===== src/rtl/timer_alarm.sv =====
// Timer expiry alarm: latches an interrupt on the rising edge of timer_out and plays a fixed beep pattern.
// Optional expiry counter is built only when TIMER_ALARM_COUNT_EN is defined; otherwise event_count is 0.
module timer_alarm #(
    parameter int BEEP_ON  = 4,
    parameter int BEEP_OFF = 2,
    parameter int BEEP_CNT = 3,
    parameter int CNT_W    = 8
) (
    input  logic             timer_clock,
    input  logic             timer_rstn,
    input  logic             timer_out,
    input  logic             alarm_ack,
    output logic             alarm_irq,
    output logic             buzzer,
    output logic             alarm_busy,
    output logic [CNT_W-1:0] event_count
);

    localparam int PH_MAX = (BEEP_ON > BEEP_OFF) ? BEEP_ON : BEEP_OFF;
    localparam int PH_W   = ($clog2(PH_MAX) < 1) ? 1 : $clog2(PH_MAX);
    localparam int BC_W   = ($clog2(BEEP_CNT) < 1) ? 1 : $clog2(BEEP_CNT);

    localparam logic [PH_W-1:0] ON_LAST  = PH_W'(BEEP_ON - 1);
    localparam logic [PH_W-1:0] OFF_LAST = PH_W'(BEEP_OFF - 1);
    localparam logic [BC_W-1:0] CNT_LAST = BC_W'(BEEP_CNT - 1);

    typedef enum logic [1:0] {IDLE, ON, OFF, HOLD} state_e;

    state_e          state_q, state_d;
    logic [PH_W-1:0] phase_q, phase_d;
    logic [BC_W-1:0] beep_q, beep_d;
    logic            irq_q, irq_d;
    logic            tout_q;
    logic            rise;

    assign rise = timer_out & ~tout_q;

    always_ff @(posedge timer_clock or negedge timer_rstn) begin
        if (!timer_rstn) begin
            state_q <= IDLE;
            phase_q <= '0;
            beep_q  <= '0;
            irq_q   <= 1'b0;
            tout_q  <= 1'b0;
        end else begin
            state_q <= state_d;
            phase_q <= phase_d;
            beep_q  <= beep_d;
            irq_q   <= irq_d;
            tout_q  <= timer_out;
        end
    end

    // A rise restarts the pattern from any state and takes priority over ack.
    always_comb begin
        state_d = state_q;
        phase_d = phase_q;
        beep_d  = beep_q;
        irq_d   = irq_q;
        if (rise) begin
            state_d = ON;
            phase_d = '0;
            beep_d  = '0;
            irq_d   = 1'b1;
        end else begin
            case (state_q)
                IDLE: ;
                ON: begin
                    if (alarm_ack) begin
                        state_d = IDLE;
                        irq_d   = 1'b0;
                    end else if (phase_q == ON_LAST) begin
                        state_d = OFF;
                        phase_d = '0;
                    end else begin
                        phase_d = phase_q + 1'b1;
                    end
                end
                OFF: begin
                    if (alarm_ack) begin
                        state_d = IDLE;
                        irq_d   = 1'b0;
                    end else if (phase_q == OFF_LAST) begin
                        if (beep_q == CNT_LAST) begin
                            state_d = HOLD;
                        end else begin
                            state_d = ON;
                            beep_d  = beep_q + 1'b1;
                            phase_d = '0;
                        end
                    end else begin
                        phase_d = phase_q + 1'b1;
                    end
                end
                HOLD: begin
                    if (alarm_ack) begin
                        state_d = IDLE;
                        irq_d   = 1'b0;
                    end
                end
                default: state_d = IDLE;
            endcase
        end
    end

    assign alarm_irq  = irq_q;
    assign buzzer     = (state_q == ON);
    assign alarm_busy = (state_q != IDLE);

`ifdef TIMER_ALARM_COUNT_EN
    logic [CNT_W-1:0] cnt_q;

    always_ff @(posedge timer_clock or negedge timer_rstn) begin
        if (!timer_rstn)                 cnt_q <= '0;
        else if (rise && (cnt_q != '1))  cnt_q <= cnt_q + 1'b1;
    end

    assign event_count = cnt_q;
`else
    assign event_count = '0;
`endif

endmodule


===== config.mk =====
export PLATFORM = sky130hd
export DESIGN_NAME = timer_alarm
export DESIGN_NICKNAME = d
export VERILOG_FILES = /design/src/rtl/timer_alarm.sv
export SDC_FILE = /design/constraint.sdc
export NUM_CORES = 1
export LEC_CHECK = 0
export ABC_AREA = 1
export BUFFER_PORTS_ARGS = -buffer_cell sky130_fd_sc_hd__buf_2
export CORE_AREA = 5 5 43 45
export CTS_BUF_LIST = sky130_fd_sc_hd__clkbuf_8
export CTS_CLUSTER_SIZE = 30
export DETAILED_ROUTE_END_ITERATION = 7
export DIE_AREA = 0 0 48 50
export PLACE_DENSITY = 0.72
export SYNTH_ARGS = -nofsm -noshare
export SYNTH_HDL_FRONTEND = slang
export SYNTH_SLANG_ARGS = --single-unit

===== constraint.sdc =====
create_clock -name timer_clock -period 1.1 [get_ports timer_clock]
set_input_delay 0.11 -clock timer_clock [delete_from_list [all_inputs] [get_ports timer_clock]]
set_output_delay 0.11 -clock timer_clock [all_outputs]
set_load 0.02 [all_outputs]

Word-level counts from Yosys, hierarchy flattened
Index checks and enable logic that the tools add are counted.
{"block": "classes", "bitwise_logic": 2, "add_sub_neg": 2, "mux": 23, "eq_ne": 14, "n_reduce_logical": 12}
{"operator": "2-bit two-way mux", "count": 18}
{"operator": "4-bit AND reduction", "count": 3}
{"operator": "2-bit nonzero test", "count": 5}
{"operator": "2-bit == test (second input constant)", "count": 4}
{"operator": "4-bit inequality test (second input constant)", "count": 2}
{"operator": "3-bit inequality test (second input constant)", "count": 2}
{"operator": "2-bit one-hot mux with 3 select lines", "count": 1}
{"operator": "2-bit by 1-bit adder with 2-bit output (second input constant)", "count": 2}
{"operator": "2-bit by 1-bit == test with 1-bit output (second input constant)", "count": 2}
{"operator": "4-bit by 2-bit inequality test with 1-bit output (second input constant)", "count": 1}
{"operator": "2-bit one-hot mux with 2 select lines", "count": 1}
{"operator": "4-bit nonzero test", "count": 1}
{"operator": "1-bit two-way mux", "count": 3}
{"operator": "3-bit by 2-bit inequality test with 1-bit output (second input constant)", "count": 1}
{"operator": "3-bit nonzero test", "count": 1}
{"operator": "3-bit OR reduction", "count": 1}
{"operator": "2-bit by 1-bit inequality test with 1-bit output (second input constant)", "count": 1}
{"operator": "2-bit inequality test (second input constant)", "count": 1}
{"operator": "2-bit AND reduction", "count": 1}
{"operator": "1-bit bitwise AND", "count": 1}
{"operator": "1-bit inverter", "count": 1}
{"block": "word_totals", "ff_bits": 8, "inputBits": 4, "out_inout_bits": 11}

Longest topological paths before layout
{"block": "logic_depth", "word_depth": 6, "depth_mapped": 9, "depth_no_buf": 9}

Worst setup path after synthesis
OpenSTA, ideal clock, no wires.
{"block": "synth_path", "kind": "register to register", "start": "reg phase_q[1]", "end": "reg state_q[1]", "required_ns": 0.983, "setup_time_ns": 0.117, "synth_period_minus_slack_ns": 1.122, "stages_incl_launch_ff": 10, "setup_slack_ns": -0.022, "t_arrival_ns": 1.005, "path_cell_list": "dfrtp_1 inv_1 ha_1 inv_1 nand3_1 nand2_1 nand2_2 nand2_1 nand2_1 nand2_1"}
{"block": "synth_via", "elab_chain_cells": 3, "word_cells_on_any_way": 5, "cone_classes": "4 x eq/ne; 1 x reduce/logical"}
{"item": "from (decl)", "line": "30", "text": "logic [PH_W-1:0] phase_q, phase_d;"}
{"item": "from (signal assigned)", "line": "47", "text": "phase_q <= phase_d;"}
{"item": "2-bit by 1-bit == test with 1-bit output / 2-bit == test (equally long branches)", "line": "83, 72"}
{"item": "4-bit inequality test (no line) / 4-bit by 2-bit inequality test with 1-bit output (equally long branches)"}
{"item": "4-bit AND reduction (no line) (*)"}
{"item": "to (signal assigned)", "line": "46", "text": "state_q <= state_d;"}
{"item": "to (decl)", "line": "29", "text": "state_e state_q, state_d;"}
Mark *: on every way between the ends. The rest lies on a longest branch, timed or not.
A chain may end at the register's enable or synchronous reset.

Worst setup path after layout
{"block": "layout_path", "start": "reg state_q[1]", "end": "out alarm_busy"}
{"block": "layout_via", "elab_chain_cells": 1}
{"item": "2-bit nonzero test", "line": "108", "text": "assign alarm_busy = (state_q != IDLE);"}
{"item": "to (decl)", "line": "15", "text": "output logic alarm_busy,"}
No other way between the ends.

==> run metrics <==
run status=finished with violations; violations in the final reports=negative setup slack; final global-route overflow total=0; Hold Violations, Final=0; RSZ-0062 raised after global routing=yes; number of filler instances in the final layout=124; fraction of final layout cells with drive strength greater than 1=0.453; Final setup viols=8; num rows=14; number of antenna-violating nets in the routed design=0; Crit path arrival time=1.06 ns; initial antenna violation count=0; IR drop worst, VDD=1.79 mV; sequential cell area fraction in the yosys report=0.316; Die Y=50 um; clock net sink count=8; share of the synthesized area in the top cell type=0.316; Psw=0.991 mW; worst setup skew after layout=0.00514 ns; flops & latches, synth=8; power density of the placed cells=2650 nW/um^2; area of the mapped netlist=634 um^2; number of enable-type register cells in the synthesized netlist=0; relative contribution of combinational cells to total power=0.606; count of max-cap constraint violations=0; initial standard-cell utilization of the core=0.442; starting DRC count in detailed routing=5; final worst-path setup slack=-0.0673 ns; Clk Latency, worst-skew pair=0.23 ns; switching fraction of total power=0.434; biggest area contributors in the synthesized netlist=sky130_fd_sc_hd__dfrtp_1 32%, sky130_fd_sc_hd__nand2_1 17%, sky130_fd_sc_hd__buf_4 11%; final count of pins violating max slew=0; Yosys top cell by area=sky130_fd_sc_hd__dfrtp_1; Cell Count Post-Placement=114; biggest fanout along the worst timing path=4; total routed wirelength=1290 um; number of DRC violations after detailed routing=0; part of the power in the clock network=0.157; Min-Delay Path Class=in2reg; Critical Setup Path Class=reg2out; share of synthesized flip-flops with an asynchronous set or reset=1.00; detailed-routing iteration count for the pre-antenna-repair pass=4; die width=48 um; nature of the critical path endpoint=output port; first-pass GRT wire length=2080 um; final setup TNS=-0.395 ns; most common library cell in the layout ignoring fill and taps=sky130_fd_sc_hd__nand2_1; maximum number of pins on one net before global-route repair=12; routed vias=561; min cycle time layout=1.17 ns; Routed WL per cell=10.6 um; count of yosys warnings during synthesis=0; layout net count=116; count of inserted antenna diode cells=0; number of instances in the synthesized netlist=89; non-filler cells, final=122; Pint=1.29 mW; HPWL Detailed=954 um; register share of total power=0.238; count of boundary I/O pins=15; area enclosed by the die boundary=2400 um^2; Longest Clk Path Bufs=2; synthesis-to-finish area growth=35.9%; commonest cells after routing, fill and taps aside=25 x sky130_fd_sc_hd__nand2_1, 8 x sky130_fd_sc_hd__conb_1, 7 x sky130_fd_sc_hd__inv_2; vias in the first global route=504; leakage power=0.470 nW; clock-pin slew on the worst setup and hold paths=0.04 ns; CTS Root Buffer Type=sky130_fd_sc_hd__clkbuf_8; Final Cycle Share=1.06; placeable core region=1440 um^2; last weighted congestion value of the routability-driven placer=0.805; Main synth FF type=sky130_fd_sc_hd__dfrtp_1; total clock buffers created by CTS=3; H-tree depth=1; vias per inst=4.60; startpoint type of the worst setup path=flop; endpoint required time on the critical path=0.99 ns; total routing resource utilization after global routing=0.122; # port buffers=6; count of distinct cell types in the synthesized netlist=18; TritonCTS clock tree=built; upper clock frequency limit=857 MHz; average footprint of a synthesized cell=7.13 um^2
power by group through the flow:
stage                     logic (mW)  registers [mW]  clock network [mW]
final                           1.38           0.544               0.358
after global routing            1.53           0.559               0.385
after CTS                       1.24           0.523               0.365
after detailed placement       0.999           0.523                   0
after global placement         0.965           0.513                   0
after floorplan                0.719           0.533                   0
final timing paths:
path	start	endpoint	slack, ns	cells past startpoint
max in group asynchronous	timer_rstn	phase_q[0]	0.67	2
hold reg to reg	alarm_irq	alarm_irq	0.48	2
setup reg to reg	phase_q[0]	state_q[1]	-0.06	7
setup / recovery	state_q[1]	alarm_busy	-0.07	4
min in group asynchronous	timer_rstn	alarm_irq	0.24	2
hold / removal	timer_out	tout_q	0.02	1
registers in the layout, indices dropped and copies added (netlist names):
signal / cells
beep_q: 2
phase_q: 2
state_q: 2
alarm_irq: 1
tout_q: 1
logic make-up after synthesis:
family / count (synthesis) / share of synthesized area
buf+inv: 23 / 0.189
simple gates: 45 / 0.329
other cells: 1 / 0.00591
flops: 8 / 0.316
compound gates: 8 / 0.0809
fa+ha+maj: 4 / 0.0789
what timing repair did:
| action | CTS | global route |
|---|---|---|
| setup buffers | 3 | 1 |
| gates cloned | 0 | 0 |
| gates resized for setup | 18 | 11 |
| hold buffers | 1 | 0 |
| endpoints found under the setup margin | 8 | 8 |
| pin swaps | 6 | 4 |
| endpoints found under the hold margin | 8 | 0 |
metrics by stage:
step	util	total power [mW]	hold slack, ns	cell area [um^2]	setup slack (ns)
CTS	0.569	2.13	0.0178	817	-0.0866
finish	0.600	2.28	0.0217	862	-0.0673
floorplan	-	1.25	-0.186	668	-0.000626
global placement	0.479	1.48	-0.0419	688	-0.0558
global route	0.600	2.48	0.0231	862	-0.151
detailed placement	0.479	1.52	-0.0351	688	-0.104
layout make-up:
type,count,area [um^2],share of cell area
Clock buffer,3,41.3,0.0479
Inverter,14,55.1,0.0639
Tap cell,16,20.0,0.0232
Multi-Input combinational cell,65,408,0.473
Timing Repair Buffer,16,135,0.157
Sequential cell,8,203,0.235
synthesized netlist by cell type, types with 2 or more instances:
cell type	count
sky130_fd_sc_hd__nor2_1	4
sky130_fd_sc_hd__nand2_1	28
sky130_fd_sc_hd__nand3_1	6
sky130_fd_sc_hd__a21oi_1	3
sky130_fd_sc_hd__nand2_2	3
sky130_fd_sc_hd__inv_1	12
sky130_fd_sc_hd__ha_1	4
sky130_fd_sc_hd__dfrtp_1	8
sky130_fd_sc_hd__buf_4	9
sky130_fd_sc_hd__inv_2	2
sky130_fd_sc_hd__o21ai_1	3
per-layer routing:
| metal | part of all wire | wire (um) | track usage |
|---|---|---|---|
| met5 | 0 | 0 | 0 |
| met2 | 0.49 | 639 | 0.170 |
| met4 | 0.015 | 19 | 0.0673 |
| met1 | 0.44 | 571 | 0.163 |
| met3 | 0.048 | 62 | 0.0327 |
worst max-delay path: stages, from the launching register on:
cell	delay (ns)
sky130_fd_sc_hd__dfrtp_2	0.45
sky130_fd_sc_hd__buf_6	0.14
sky130_fd_sc_hd__nor2_4	0.08
sky130_fd_sc_hd__inv_2	0.04
sky130_fd_sc_hd__buf_6	0.12
No activity file was read; power rests on OpenSTA's default activity.
